$ cat config.mk
export PLATFORM = sky130hd
export DESIGN_NAME = alu4bit_issue
export DESIGN_NICKNAME = d
export VERILOG_FILES = /design/src/rtl/alu4bit_issue.sv
export SDC_FILE = /design/constraint.sdc
export NUM_CORES = 1
export LEC_CHECK = 0
export CAP_MARGIN = 20
export CORE_UTILIZATION = 50
export DETAILED_ROUTE_END_ITERATION = 8
export HOLD_SLACK_MARGIN = 0.12
export PLACE_DENSITY = 0.79
export SETUP_SLACK_MARGIN = 0.02
export SLEW_MARGIN = 20
export SYNTH_ARGS = -nofsm -noshare
export SYNTH_HDL_FRONTEND = slang
export SYNTH_SLANG_ARGS = --single-unit
$ cat constraint.sdc
create_clock -name clk -period 2.7 [get_ports clk]
set_input_delay 0.27 -clock clk [delete_from_list [all_inputs] [get_ports clk]]
set_output_delay 0.27 -clock clk [all_outputs]
set_load 0.01 [all_outputs]
$ cat src/rtl/alu4bit_issue.sv
// rtl/alu4bit_issue.sv - command FIFO and issue/capture FSM around the 4-bit ALU
module alu4bit_issue #(
  parameter int OPQ_DEPTH = 4,
  parameter int ALU_LAT   = 1
) (
  input  logic                         clk,
  input  logic                         rst_n,
  input  logic                         cmd_valid,
  output logic                         cmd_ready,
  input  logic [3:0]                   cmd_a,
  input  logic [3:0]                   cmd_b,
  input  logic [1:0]                   cmd_oc,
  output logic [3:0]                   alu_a,
  output logic [3:0]                   alu_b,
  output logic [1:0]                   alu_oc,
  input  logic [3:0]                   alu_out,
  output logic                         res_valid,
  input  logic                         res_ready,
  output logic [3:0]                   res_data,
  output logic [1:0]                   res_oc,
  output logic                         busy,
  output logic [$clog2(OPQ_DEPTH):0]   cmd_count
);

  localparam int AW = (OPQ_DEPTH > 1) ? $clog2(OPQ_DEPTH) : 1;
  localparam int CW = $clog2(OPQ_DEPTH) + 1;
  localparam logic [CW-1:0] DEPTH_C = CW'(OPQ_DEPTH);
  localparam logic [1:0]    WLOAD   = 2'(ALU_LAT - 1);

  typedef enum logic [1:0] {S_IDLE, S_WAIT, S_HOLD} state_t;

  state_t          state, state_nxt;
  logic [9:0]      mem [OPQ_DEPTH];
  logic [AW-1:0]   wr_ptr, rd_ptr;
  logic [1:0]      wcnt;
  logic [1:0]      shadow_oc;
  logic            push, pop, capture, empty;
  logic [9:0]      head;

  // Ready depends only on the registered count, so a pop never enables a push into a full FIFO.
  assign cmd_ready = (cmd_count < DEPTH_C);
  assign push      = cmd_valid && cmd_ready;
  assign empty     = (cmd_count == '0);
  assign head      = mem[rd_ptr];
  assign busy      = (state != S_IDLE) || !empty;

  always_ff @(posedge clk) begin
    if (push) begin
      mem[wr_ptr] <= {cmd_a, cmd_b, cmd_oc};
    end
  end

  always_ff @(posedge clk or negedge rst_n) begin
    if (!rst_n) begin
      wr_ptr    <= '0;
      rd_ptr    <= '0;
      cmd_count <= '0;
    end else begin
      if (push) wr_ptr <= wr_ptr + 1'b1;
      if (pop)  rd_ptr <= rd_ptr + 1'b1;
      case ({push, pop})
        2'b10:   cmd_count <= cmd_count + 1'b1;
        2'b01:   cmd_count <= cmd_count - 1'b1;
        default: cmd_count <= cmd_count;
      endcase
    end
  end

  always_ff @(posedge clk or negedge rst_n) begin
    if (!rst_n) state <= S_IDLE;
    else        state <= state_nxt;
  end

  always_comb begin
    state_nxt = state;
    pop       = 1'b0;
    capture   = 1'b0;
    case (state)
      S_IDLE: begin
        if (!empty) begin
          pop       = 1'b1;
          state_nxt = S_WAIT;
        end
      end
      S_WAIT: begin
        if (wcnt == 2'd0) begin
          capture   = 1'b1;
          state_nxt = S_HOLD;
        end
      end
      S_HOLD: begin
        if (res_ready) begin
          if (!empty) begin
            pop       = 1'b1;
            state_nxt = S_WAIT;
          end else begin
            state_nxt = S_IDLE;
          end
        end
      end
      default: state_nxt = S_IDLE;
    endcase
  end

  // Operands stay put between pops so the ALU output remains stable through HOLD.
  always_ff @(posedge clk or negedge rst_n) begin
    if (!rst_n) begin
      alu_a     <= '0;
      alu_b     <= '0;
      alu_oc    <= '0;
      shadow_oc <= '0;
      wcnt      <= '0;
      res_data  <= '0;
      res_oc    <= '0;
      res_valid <= 1'b0;
    end else begin
      if (pop) begin
        alu_a     <= head[9:6];
        alu_b     <= head[5:2];
        alu_oc    <= head[1:0];
        shadow_oc <= head[1:0];
        wcnt      <= WLOAD;
      end else if (state == S_WAIT && wcnt != 2'd0) begin
        wcnt <= wcnt - 2'd1;
      end
      if (capture) begin
        res_data <= alu_out;
        res_oc   <= shadow_oc;
      end
      res_valid <= (state_nxt == S_HOLD);
    end
  end

endmodule

==> metrics.txt, run 1 <==
run status finished clean; Residual DRC 0; signal arrival time at the worst endpoint approximately 1.7 ns; yosys warns 0; Mean Syn Cell Area between 15 and 20 µm²; clock buffer depth 2; category of the most critical setup path flip-flop to output port; Final Hold Fails 0; final design instance area without fill roughly 3400 µm²; share of final-layout standard cells stronger than drive strength 1 0.227; Final Slew Violations 0; Routed Wire Length 4330 µm; sequential cell area fraction in the yosys report 0.698; global-route wire length before repair ~7100 µm; final weighted congestion of routability-driven global placement around 0.69; Final Net Count roughly 220; stage delay of the slowest cell on the critical path about 0.49 ns; number of antenna violations at the first check in global routing 0; Sum Neg Setup Slack 0 ns; clock-pin slew on the worst setup and hold paths roughly 0.07 ns; number of sinks on the clock net 68; H-tree Lvls 3; Detailed Route Iter0 Violations 72; Inserted Clock Buffers 9; setup violators final 0; Synth Cell Area between 2000 and 3000 µm²; die footprint 5750 µm²; number of diodes added for antenna fixing 0; total placed instance area approximately 3200 µm²; routed via count divided by cell count approximately 5.1; setup repair bufs after CTS 0; commonest cells after routing, fill and taps aside 40 x edfxtp_1, 39 x clkdlybuf4s50_1, 28 x dfrtp_1, 9 x inv_1, 9 x clkbuf_8; share of the synthesized area in the top cell type 0.441; Area growth syn-to-layout 23.9%; WP buf/inv 1; Async SR Flop Fraction 0.412; Die X-Extent around 76 µm; fillers around 350; Max-cap violations 0; power density over the cells 1130 nW/µm²; Mapped Nets 170; clock skew 0.00945 ns; post-CTS resize count 0; Slowest-stage cell, CP clkdlybuf4s50_1; row count 26; clock tree from TritonCTS built; Routed WL per cell approximately 16 µm; routed via count 1380; most frequent standard cell in the layout excluding fill and tap cells edfxtp_1; Synth Register Bits between 60 and 70; Port-buffer cells 39; Crit path max-delay family buffers and inverters; crit path launch type flip-flop; count of antenna-violating nets left after detailed routing 0; setup repair after global routing missed its margin false; highest clock frequency the design can meet a little over 500 MHz; share of the clock period used by the worst path 0.722; Tightest Pin Transition roughly 0.67 ns; P_leak between 0.001 and 0.0015 µW; Most used DFF post-synth edfxtp_1; I/O pin count 40; max_slew headroom 0.553; final HPWL from detailed placement roughly 3000 µm; largest net degree at the start of global routing 29; Critical Path RT approximately 2.4 ns; Syn Inst Count 145; critical path, cell by cell nor3_2, nand2_1, clkdlybuf4s50_1; hold crit path type primary input to asynchronous set/reset pin; die extent in y approximately 76 µm; Post-synth EDFFs 40; Max VDD drop 0.506 mV; Total Routing Usage GR 0.180; core region area between 5000 and 6000 µm²; maximum net fanout on the critical path 4; CTS Root Cell clkbuf_8; hold buffer count at CTS 0; clock insertion delay at the later pin of the skew report 0.34 ns; min cycle time layout 1.95 ns; number of unique standard cell types used by synthesis 27; effective utilization at floorplan 0.527; top post-synthesis cells by area edfxtp_1 44%, dfrtp_1 26%, mux4_2 6.6%, mux2_4 4.4%, mux2_2 3.3%; sum of overflow across all layers after global routing 0; biggest area consumer among synthesized cells edfxtp_1; drt pass-1 iters 4; critical path endpoint category output port; vias in the first global route between 1000 and 1500
registers in the layout, summed over array words and instances, names as in the netlist:
name       flops
res_oc         2
rd_ptr         2
cmd_count      3
wcnt           2
mem           40
state          2
res_valid      1
alu_a          4
wr_ptr         2
res_data       4
alu_b          4
alu_oc         2
synth_stat cells (2+ instances only):
cell      count
nand2_1       2
ha_1          6
clkbuf_1      2
mux2_2        8
dfrtp_1      28
and2_1        4
xor2_1        3
mux2_4        8
nor2_1        4
buf_6         2
o21ai_0       3
nor2b_1       2
xnor2_1       4
edfxtp_1     40
mux4_2        8
mux4_1        2
inv_1         9
final timing paths:
check                             start      endpoint  slack, ns  depth (start not counted)
min in group clk            res_data[0]   res_data[0]       0.51                          1
max                        cmd_count[0]          busy       0.75                          3
max in group asynchronous         rst_n      alu_a[0]       2.11                          2
min reg2reg                 res_data[0]   res_data[0]       0.51                          1
min                               rst_n   res_data[1]       0.32                          2
max reg2reg                    state[1]  cmd_count[2]       0.80                          8
power by group:
part / switching [µW] / internal [µW] / total, µW
Sequential: 233 / 1410 / 1640
Clock: 369 / 389 / 758
Combinational: 543 / 863 / 1410
per-stage QoR:
| step | hold WS [ns] | power [µW] | setup slack [ns] | cells | utilization |
|---|---|---|---|---|---|
| global placement | 0.486 | 3020 | 0.619 | 252 | 0.616 |
| floorplan | -0.0256 | 2550 | 0.627 | 145 | - |
| finish | 0.318 | 3800 | 0.751 | 268 | 0.653 |
| CTS | 0.321 | 3850 | 0.709 | 268 | 0.653 |
| global route | 0.356 | 4040 | 0.641 | 268 | 0.653 |
| detailed placement | 0.497 | 3090 | 0.535 | 252 | 0.616 |
layout make-up:
cell class,instances,area [µm²],area share
Multi-Input combinational cell,64,759,0.225
Clock buffer,11,153,0.0452
Tap cell,70,87.6,0.0259
Timing Repair Buffer,41,405,0.120
Clock inverter,5,35.0,0.0104
Inverter,9,33.8,0.0100
Sequential cell,68,1900,0.563
worst register-to-register path: cells and delay by family (launching register included):
| kind | cells | cell delay, ns |
|---|---|---|
| simple gates | 3 | 0.46 |
| xor+xnor | 2 | 0.28 |
| fa+ha+maj | 2 | 0.58 |
| flops | 1 | 0.43 |
| buf+inv | 1 | 0.07 |
per-layer routing:
layer	vias up	GRT usage	part of all wire
li1	629	-	-
met1	699	0.223	0.40
met2	43	0.282	0.52
met3	9	0.0529	0.056
met4	0	0.105	0.020
met5	-	0	0
logic make-up after synthesis:
kind of cell | count (synthesis) | synth area share
DFF | 68 | 0.698
muxes | 27 | 0.166
xor gates and xnor gates | 7 | 0.0225
buffers and inverters | 13 | 0.0234
AOI/OAI and AO/OA | 4 | 0.00826
adders and majority gates | 7 | 0.0349
and+or+nand+nor | 19 | 0.0468
No activity file was read; power rests on OpenSTA's default activity.
==> run 2: changes to the inputs <==
--- a/config.mk
+++ b/config.mk
@@ -6,10 +6,10 @@
 export NUM_CORES = 1
 export LEC_CHECK = 0
 export CAP_MARGIN = 20
-export CORE_UTILIZATION = 50
+export CORE_UTILIZATION = 48
 export DETAILED_ROUTE_END_ITERATION = 8
 export HOLD_SLACK_MARGIN = 0.12
-export PLACE_DENSITY = 0.79
+export PLACE_DENSITY = 0.8
 export SETUP_SLACK_MARGIN = 0.02
 export SLEW_MARGIN = 20
 export SYNTH_ARGS = -nofsm -noshare
==> constraint.sdc (replaced) <==
create_clock -name clk -period 1.6 [get_ports clk]
set_input_delay 0.16 -clock clk [delete_from_list [all_inputs] [get_ports clk]]
set_output_delay 0.16 -clock clk [all_outputs]
set_load 0.01 [all_outputs]
==> metrics.txt, run 2 (synthesis results as in run 1) <==
Routed Wire Length 4630 µm (+6.8%); cell total after placement 270 (+7.1%); Critical Path RT 1.86 ns (-0.57 ns); category of the most critical setup path flip-flop to flip-flop; signal arrival time at the worst endpoint 1.96 ns (+0.28 ns); Residual DRC 0 (unchanged); clock tree from TritonCTS built; filler-free cell count of the finished design 290 (+8.2%); Inserted Clock Buffers 9 (unchanged); effective utilization at floorplan 0.498 (-0.0289); clock insertion delay at the later pin of the skew report 0.33 ns (about the same); Routed WL per cell 15.9 µm (-1.3%); final design instance area without fill 3560 µm² (+5.6%); number of antenna violations at the first check in global routing 0 (unchanged); footprint of the multi-input gates 791 µm² (+4.1%); Fin Hold WS 0.204 ns (-0.114 ns); drt pass-1 iters 4 (unchanged); I/O pin count 40 (unchanged); setup violators final 2 (+2); Port-buffer cells 39 (unchanged); largest net degree at the start of global routing 29 (unchanged); maximum net fanout on the critical path 2 (-2); setup slack of the critical path after layout -0.103 ns (-0.854 ns); clock-pin slew on the worst setup and hold paths 0.07 ns (about the same); row count 27 (+3.8%); register area 1900 µm² (about the same); global routing met2 resource utilization 0.303 (+0.0205); clock buffer depth 2 (unchanged); number of diodes added for antenna fixing 0 (unchanged); hold crit path type primary input to asynchronous set/reset pin; grt met1 use 0.210 (-0.0130); register with the most flip-flops mem; H-tree Lvls 3 (unchanged); most frequent standard cell in the layout excluding fill and tap cells edfxtp_1; CTS Root Cell clkbuf_8; Tightest Pin Transition 0.504 ns (-0.167 ns); share of the clock period used by the worst path 1.06; routed via count divided by cell count 4.98 (-3.2%); power density over the cells 1880 nW/µm² (+67%); global-route wire length before repair 7700 µm (+9.1%); sum of overflow across all layers after global routing 0 (unchanged); Max-cap violations 0 (unchanged); min cycle time layout approximately 1.7 ns; run status finished with violations; fraction of the core area covered by cells at the end of the flow 0.651 (-0.00129); crit path launch type flip-flop; pre-CTS worst setup slack -0.355 ns (-0.890 ns); vias in the first global route 1578 (+9.7%); final HPWL from detailed placement 3270 µm (+7.7%); core region area 5470 µm² (+5.8%); die footprint 5980 µm² (+4.0%); Area growth syn-to-layout 30.8%; Register-to-Register Setup Slack -0.10 ns (-0.90 ns); Final Hold Fails 0 (unchanged); share of final-layout standard cells stronger than drive strength 1 0.321 (+0.0938); die extent in y 77.3 µm (+2.0%); layer carrying the most global-route usage met2; clock skew 0.00869 ns (-0.000754 ns); Die X-Extent 77.3 µm (+2.0%); Detailed Route Iter0 Violations 97 (+35%); hold buffer count at CTS 0 (unchanged); Total Routing Usage GR 0.179 (-0.000811); final weighted congestion of routability-driven global placement 0.721 (+3.8%); fillers 390 (+12%); Max VDD drop 0.795 mV (+57%); highest clock frequency the design can meet 587 MHz; critical path endpoint category flip-flop; setup repair after global routing missed its margin true; Final Net Count 238 (+9.2%); Largest register FFs 40 (unchanged); routed via count 1445 (+4.7%); count of antenna-violating nets left after detailed routing 0 (unchanged); commonest cells after routing, fill and taps aside 40 x edfxtp_1, 34 x clkdlybuf4s50_1, 27 x dfrtp_1, 19 x buf_4, 9 x clkbuf_8; P_leak 0.00142 µW (+11%); Final Slew Violations 0 (unchanged); total placed instance area 3360 µm² (+5.3%); met3 track demand over resource 0.0482 (-0.00467); max_slew headroom 0.664 (+0.111); number of sinks on the clock net 68 (unchanged); violated checks negative setup slack
## run 2: per-stage QoR
step / TNS (ns) / total power (µW)
after global placement: -1.64 / 5410
final: -0.179 / 6710
after detailed placement: -1.74 / 5560
after CTS: -0.284 / 6790
after floorplan: -0.693 / 4360
after global routing: -0.401 / 7120
## run 2: final cells by class
cell class | count | area share
multi-input cells | 64 | 0.222
inverters | 9 | 0.00948
clock inverters | 7 | 0.00948
well taps | 72 | 0.0253
repair buffers | 61 | 0.165
clock buffers | 9 | 0.0347
flip-flops and latches | 68 | 0.534
## run 2: where the power goes
part	total (µW)	switching, µW	internal, µW
clock	1130	590	537
combinational	2890	1120	1770
sequential	2690	314	2380
total	6710	2020	4690
## run 2: worst max-delay path: stages (launching register included)
cell     delay [ns]
dfrtp_1        0.39
nor3_4         0.06
buf_6          0.11
nor3_4         0.15
ha_4           0.16
inv_2          0.03
fa_2           0.32
xor2_1         0.14
nor2_1         0.12
xnor2_1        0.12
## run 2: timing repair
action | in CTS | in global routing
buffers inserted | 3 | 1
endpoints found under the setup margin | 3 | 9
pin swaps | 1 | 0
cloned | 0 | 0
gates resized for setup | 6 | 5
## run 2: per-layer routing
layer / part of all wire / vias up
met5: 0 / -
met4: 0.013 / 0
met3: 0.055 / 8
met2: 0.53 / 45
met1: 0.40 / 720
li1: - / 672
## run 2: path summary, 6_finish.rpt
kind                            cells after the start          from            to
worst min-delay path                                2         rst_n   res_data[3]
worst max-delay path                                9  cmd_count[0]  cmd_count[2]
min in group clk                                    2    alu_out[2]   res_data[2]
max in group asynchronous                           2         rst_n  cmd_count[2]
worst max register to register                      9  cmd_count[0]  cmd_count[2]
worst min register to register                      1   res_data[3]   res_data[3]
==> RTL change 1: new RTL, config.mk and constraints of run 2 <==
Put one more register stage on the output `cmd_count`, without a reset. The value now appears one clock later. The other outputs are not delayed to match.
--- a/src/rtl/alu4bit_issue.sv
+++ b/src/rtl/alu4bit_issue.sv
@@ -29,6 +29,8 @@
 
   typedef enum logic [1:0] {S_IDLE, S_WAIT, S_HOLD} state_t;
 
+  logic [$clog2(OPQ_DEPTH):0] cmd_count_s0;
+
   state_t          state, state_nxt;
   logic [9:0]      mem [OPQ_DEPTH];
   logic [AW-1:0]   wr_ptr, rd_ptr;
@@ -38,9 +40,9 @@
   logic [9:0]      head;
 
   // Ready depends only on the registered count, so a pop never enables a push into a full FIFO.
-  assign cmd_ready = (cmd_count < DEPTH_C);
+  assign cmd_ready = (cmd_count_s0 < DEPTH_C);
   assign push      = cmd_valid && cmd_ready;
-  assign empty     = (cmd_count == '0);
+  assign empty     = (cmd_count_s0 == '0);
   assign head      = mem[rd_ptr];
   assign busy      = (state != S_IDLE) || !empty;
 
@@ -54,14 +56,14 @@
     if (!rst_n) begin
       wr_ptr    <= '0;
       rd_ptr    <= '0;
-      cmd_count <= '0;
+      cmd_count_s0 <= '0;
     end else begin
       if (push) wr_ptr <= wr_ptr + 1'b1;
       if (pop)  rd_ptr <= rd_ptr + 1'b1;
       case ({push, pop})
-        2'b10:   cmd_count <= cmd_count + 1'b1;
-        2'b01:   cmd_count <= cmd_count - 1'b1;
-        default: cmd_count <= cmd_count;
+        2'b10:   cmd_count_s0 <= cmd_count_s0 + 1'b1;
+        2'b01:   cmd_count_s0 <= cmd_count_s0 - 1'b1;
+        default: cmd_count_s0 <= cmd_count_s0;
       endcase
     end
   end
@@ -131,5 +133,9 @@
     end
   end
 
+  always_ff @(posedge clk) begin
+    cmd_count <= cmd_count_s0;
+  end
+
 endmodule
 
Formal check against the unedited RTL: not equivalent (a bounded check fails within 4 cycles, from zero or initial values and one cycle with rst_n low).
==> RTL change 1 against run 2 <==
The flow still finishes with violations (negative setup slack); cell area is 2.5% higher; die area is 1.5% higher; synthesized cell count is 2.1% higher; setup slack worse by 0.037 ns; power is 3.7% higher; wire length is 6.1% higher; global-route usage is 0.61 points higher; area after synthesis is 1.5% higher; sequential cell count is 3 higher.
==> RTL change 1: results (changes against run 2) <==
[metrics] grt met2 use: 32.0% (was 30.3%)
[metrics] vias post-DR: 1494 (was 1445)
[metrics] Placed Instance Area: 3400 um2 (was 3360 um2)
[metrics] largest incremental delay on the critical path: 0.42 ns (was 0.39 ns)
[metrics] worst-margin pin slew: 0.474 ns (was 0.504 ns)
[metrics] Inst Count DP: 269 (was 270)
[metrics] post-route worst hold slack: 0.207 ns (was 0.204 ns)
[metrics] setup fix buffers added after clock tree synthesis: 4 (was 3)
[metrics] Post-Synth Adder-Cell Area: 3.44% (was 3.49%)
[metrics] routing usage on met3: 4.59% (was 4.82%)
[metrics] number of nets in the final layout: 240 (was 238)
[metrics] post-synthesis cell type count: 29 (was 27)
[metrics] Final Worst Setup Slack: -0.139 ns (was -0.103 ns)
[metrics] asr flop ratio synth: 39.4% (was 41.2%)
[metrics] Synth Area in Compound Gates: 0.814% (was 0.826%)
[metrics] xor and xnor fraction of the mapped netlist area: 2.22% (was 2.25%)
[metrics] reg-to-reg setup timing slack: -0.14 ns (was -0.10 ns)
[metrics] met1 routed wirelength after detailed routing: 1920 um (was 1840 um)
[metrics] number of DRC markers in iteration 0: 55 (was 97)
[metrics] detailed-placement wirelength estimate: 3200 um (was 3270 um)
[metrics] wire length of the first global-routing pass: 7930 um (was 7700 um)
[metrics] number of nets produced by synthesis: 173 (was 170)
[metrics] failing checks: negative setup slack (unchanged)
[metrics] setup-violating endpoint count in the final report: 2 (unchanged)
[metrics] beginning of the worst register-to-register path: cmd_count_s0[1] (was cmd_count[0])
[metrics] maximum fanout along the worst path: 3 (was 2)
[metrics] DR WL met2: 2640 um (was 2470 um)
[metrics] Worst Skew: 0.00566 ns (was 0.00869 ns)
[metrics] synth cell count leaders: edfxtp_1 (40), dfrtp_1 (28), mux2_2 (15), inv_1 (9), mux4_2 (8) (was edfxtp_1 (40), dfrtp_1 (28), inv_1 (9))
[metrics] Syn Std Cell Area: 2770 um2 (was 2730 um2)
[metrics] number of global-route vias before repair: 1626 (was 1578)
[metrics] layout cell share with drive strength beyond 1: 30.9% (was 32.1%)
[metrics] ranking of synthesized cells by area: edfxtp_1 (43%), dfrtp_1 (25%), mux4_2 (6.5%), mux2_2 (6.1%), ha_1 (2.7%) (was edfxtp_1 (44%), dfrtp_1 (26%), mux4_2 (6.6%), mux2_4 (4.4%), mux2_2 (3.3%))
[metrics] final design instance area without fill: 3650 um2 (was 3560 um2)
[metrics] wire length per cell: 16.8 um (was 15.9 um)
[metrics] Detailed Routing Iterations Pass 1: 6 (was 4)
[metrics] status: complete, but fails checks (unchanged)
==> RTL change 1: cell count changes in the layout (fill, tap and decap cells not counted) <==
cell / before / now
buf_12: 2 / 6
buf_4: 19 / 13
clkbuf_1: 0 / 2
clkbuf_16: 0 / 1
clkdlybuf4s50_1: 34 / 37
clkinv_1: 3 / 1
dfrtp_1: 27 / 28
dfrtp_2: 1 / 0
dfxtp_1: 0 / 3
dlymetal6s2s_1: 4 / 1
mux2_2: 8 / 14
mux2_4: 8 / 2
==> RTL change 1: final cells by class <==
| cell class | count | area share, % |
|---|---|---|
| flip-flops and latches | 71 | 53.7 |
| well taps | 72 | 2.47 |
| multi-input cells | 64 | 21.0 |
| clock inverters | 5 | 0.719 |
| repair buffers | 60 | 17.6 |
| clock buffers | 11 | 3.60 |
| inverters | 9 | 0.925 |
==> RTL change 1: power breakdown <==
part,total [W],internal [W],switching (W)
clock network,0.00116,0.000549,0.000607
registers,0.00280,0.00249,0.000315
logic,0.00300,0.00186,0.00114
total,0.00696,0.00490,0.00207
==> RTL change 2: new RTL, settings of run 2 <==
Without the edit above. Set the parameter `OPQ_DEPTH` to 16 (it was 4).
--- a/src/rtl/alu4bit_issue.sv
+++ b/src/rtl/alu4bit_issue.sv
@@ -1,6 +1,6 @@
 // rtl/alu4bit_issue.sv - command FIFO and issue/capture FSM around the 4-bit ALU
 module alu4bit_issue #(
-  parameter int OPQ_DEPTH = 4,
+  parameter int OPQ_DEPTH = 16,
   parameter int ALU_LAT   = 1
 ) (
   input  logic                         clk,
Ports: changed (resized cmd_count); port bits go from 40 to 42. The function was not compared with the original's and may differ.
==> RTL change 2 against run 2 <==
The flow still finishes with violations (negative setup slack); wire length rose to 3.6 times the old value; via count rose to 2.8 times the old value; setup slack worse by 0.62 ns; non-clock buffer count increased by 38; sequential cell count up 126; area after synthesis grew to 2.9 times the old value; power rose to 2.8 times the old value; critical endpoint unchanged; cell area rose to 2.8 times the old value.
==> RTL change 2: results (changes against run 2) <==
[metrics] status: complete, but fails checks (unchanged)
[metrics] failing checks: negative setup slack (unchanged)
[metrics] standard cell with the maximum stage delay on the critical path: dfrtp_2 (was dfrtp_1)
[metrics] number of DRC markers in iteration 0: 482 (was 97)
[metrics] EDFF count, synth: 160 (was 40)
[metrics] Arr. time, crit path: 2.63 ns (was 1.96 ns)
[metrics] post-detailed-route via-to-cell ratio: 5.57 (was 4.98)
[metrics] Max transition margin: 62.8% (was 66.4%)
[metrics] sequential cell power: 0.00658 W (was 0.00269 W)
[metrics] global router's overall resource usage: 21.4% (was 17.9%)
[metrics] layout cell share with drive strength beyond 1: 38.5% (was 32.1%)
[metrics] number of buffers created by CTS: 17 (was 9)
[metrics] relative contribution of sequential cells to total power: 35.5% (was 40.1%)
[metrics] routability congestion estimate: 0.802 (was 0.721)
[metrics] setup-violating endpoint count in the final report: 119 (was 2)
[metrics] Detailed Routing Iterations Pass 1: 5 (was 4)
[metrics] Inst Count DP: 681 (was 270)
[metrics] number of global-route vias before repair: 4177 (was 1578)
[metrics] largest delay contributor family on the critical path: simple AND/OR/NAND/NOR gates (was adder cells)
[metrics] Clock Latency Late Sink: 0.43 ns (was 0.33 ns)
[metrics] Final Worst Setup Slack: -0.719 ns (was -0.103 ns)
[metrics] routing usage on met3: 4.50% (was 4.82%)
[metrics] # fillers: 1103 (was 390)
[metrics] number of H-tree levels: 4 (was 3)
[metrics] relative contribution of the clock network to total power: 23.1% (was 16.8%)
[metrics] DR WL met2: 8530 um (was 2470 um)
[metrics] Worst Skew: 0.00966 ns (was 0.00869 ns)
RTL change 2: changes by cell type after synthesis, sizes merged, moves of 3 or more:
cell / change
mux2i: +17
o21ai: +10
buf: +13
ha: +3
a21oi: +5
and2: +12
mux4: +30
xnor2: +5
nand2: +13
dfrtp: +6
edfxtp: +120
RTL change 2: what timing repair did:
item                                    CTS  global route
setup buffers                             8             7
hold endpoints to repair                 34             0
cloned                                   11             0
pin swaps                                14             9
gates resized for setup                  51            29
hold buffers                              1             0
endpoints found under the setup margin  188           185
RTL change 2: worst paths after layout:
kind,end,slack (ns),cells after the start,start
min in group clk,res_data[3],0.34,2,alu_out[3]
max in group asynchronous,cmd_count[2],0.97,3,rst_n
min,cmd_count[3],0.12,2,rst_n
max reg2reg,cmd_count[2],-0.72,10,cmd_count[2]
min reg2reg,alu_a[3],0.48,2,alu_a[3]
max,cmd_count[2],-0.72,10,cmd_count[2]
RTL change 2: worst reg2reg max path: cells and delay by family (launching register included):
| kind | cells | cell delay (ns) |
|---|---|---|
| buffers and inverters | 1 | 0.10 |
| and+or+nand+nor | 2 | 0.47 |
| xor gates and xnor gates | 3 | 0.45 |
| adders and majority gates | 2 | 0.39 |
| AOI/OAI and AO/OA | 2 | 0.40 |
| DFF | 1 | 0.40 |
RTL change 2: logic make-up (layout without fill, tap and decap cells):
family,Yosys count,count (layout)
AND/OR/NAND/NOR,55,63
multiplexers,73,73
buffers and inverters,26,140
flip-flops,194,194
AO/OA/AOI/OAI,27,27
XOR/XNOR,14,14
adder cells (fa/ha/maj),9,9
RTL change 2: layout make-up:
type                            instances  area share, %
Sequential cell                       194           56.9
Multi-Input combinational cell        186           22.6
Timing Repair Buffer                   99           11.4
Clock buffer                           22           4.67
Tap cell                              216           2.72
Clock inverter                         10           1.33
Inverter                                9          0.340
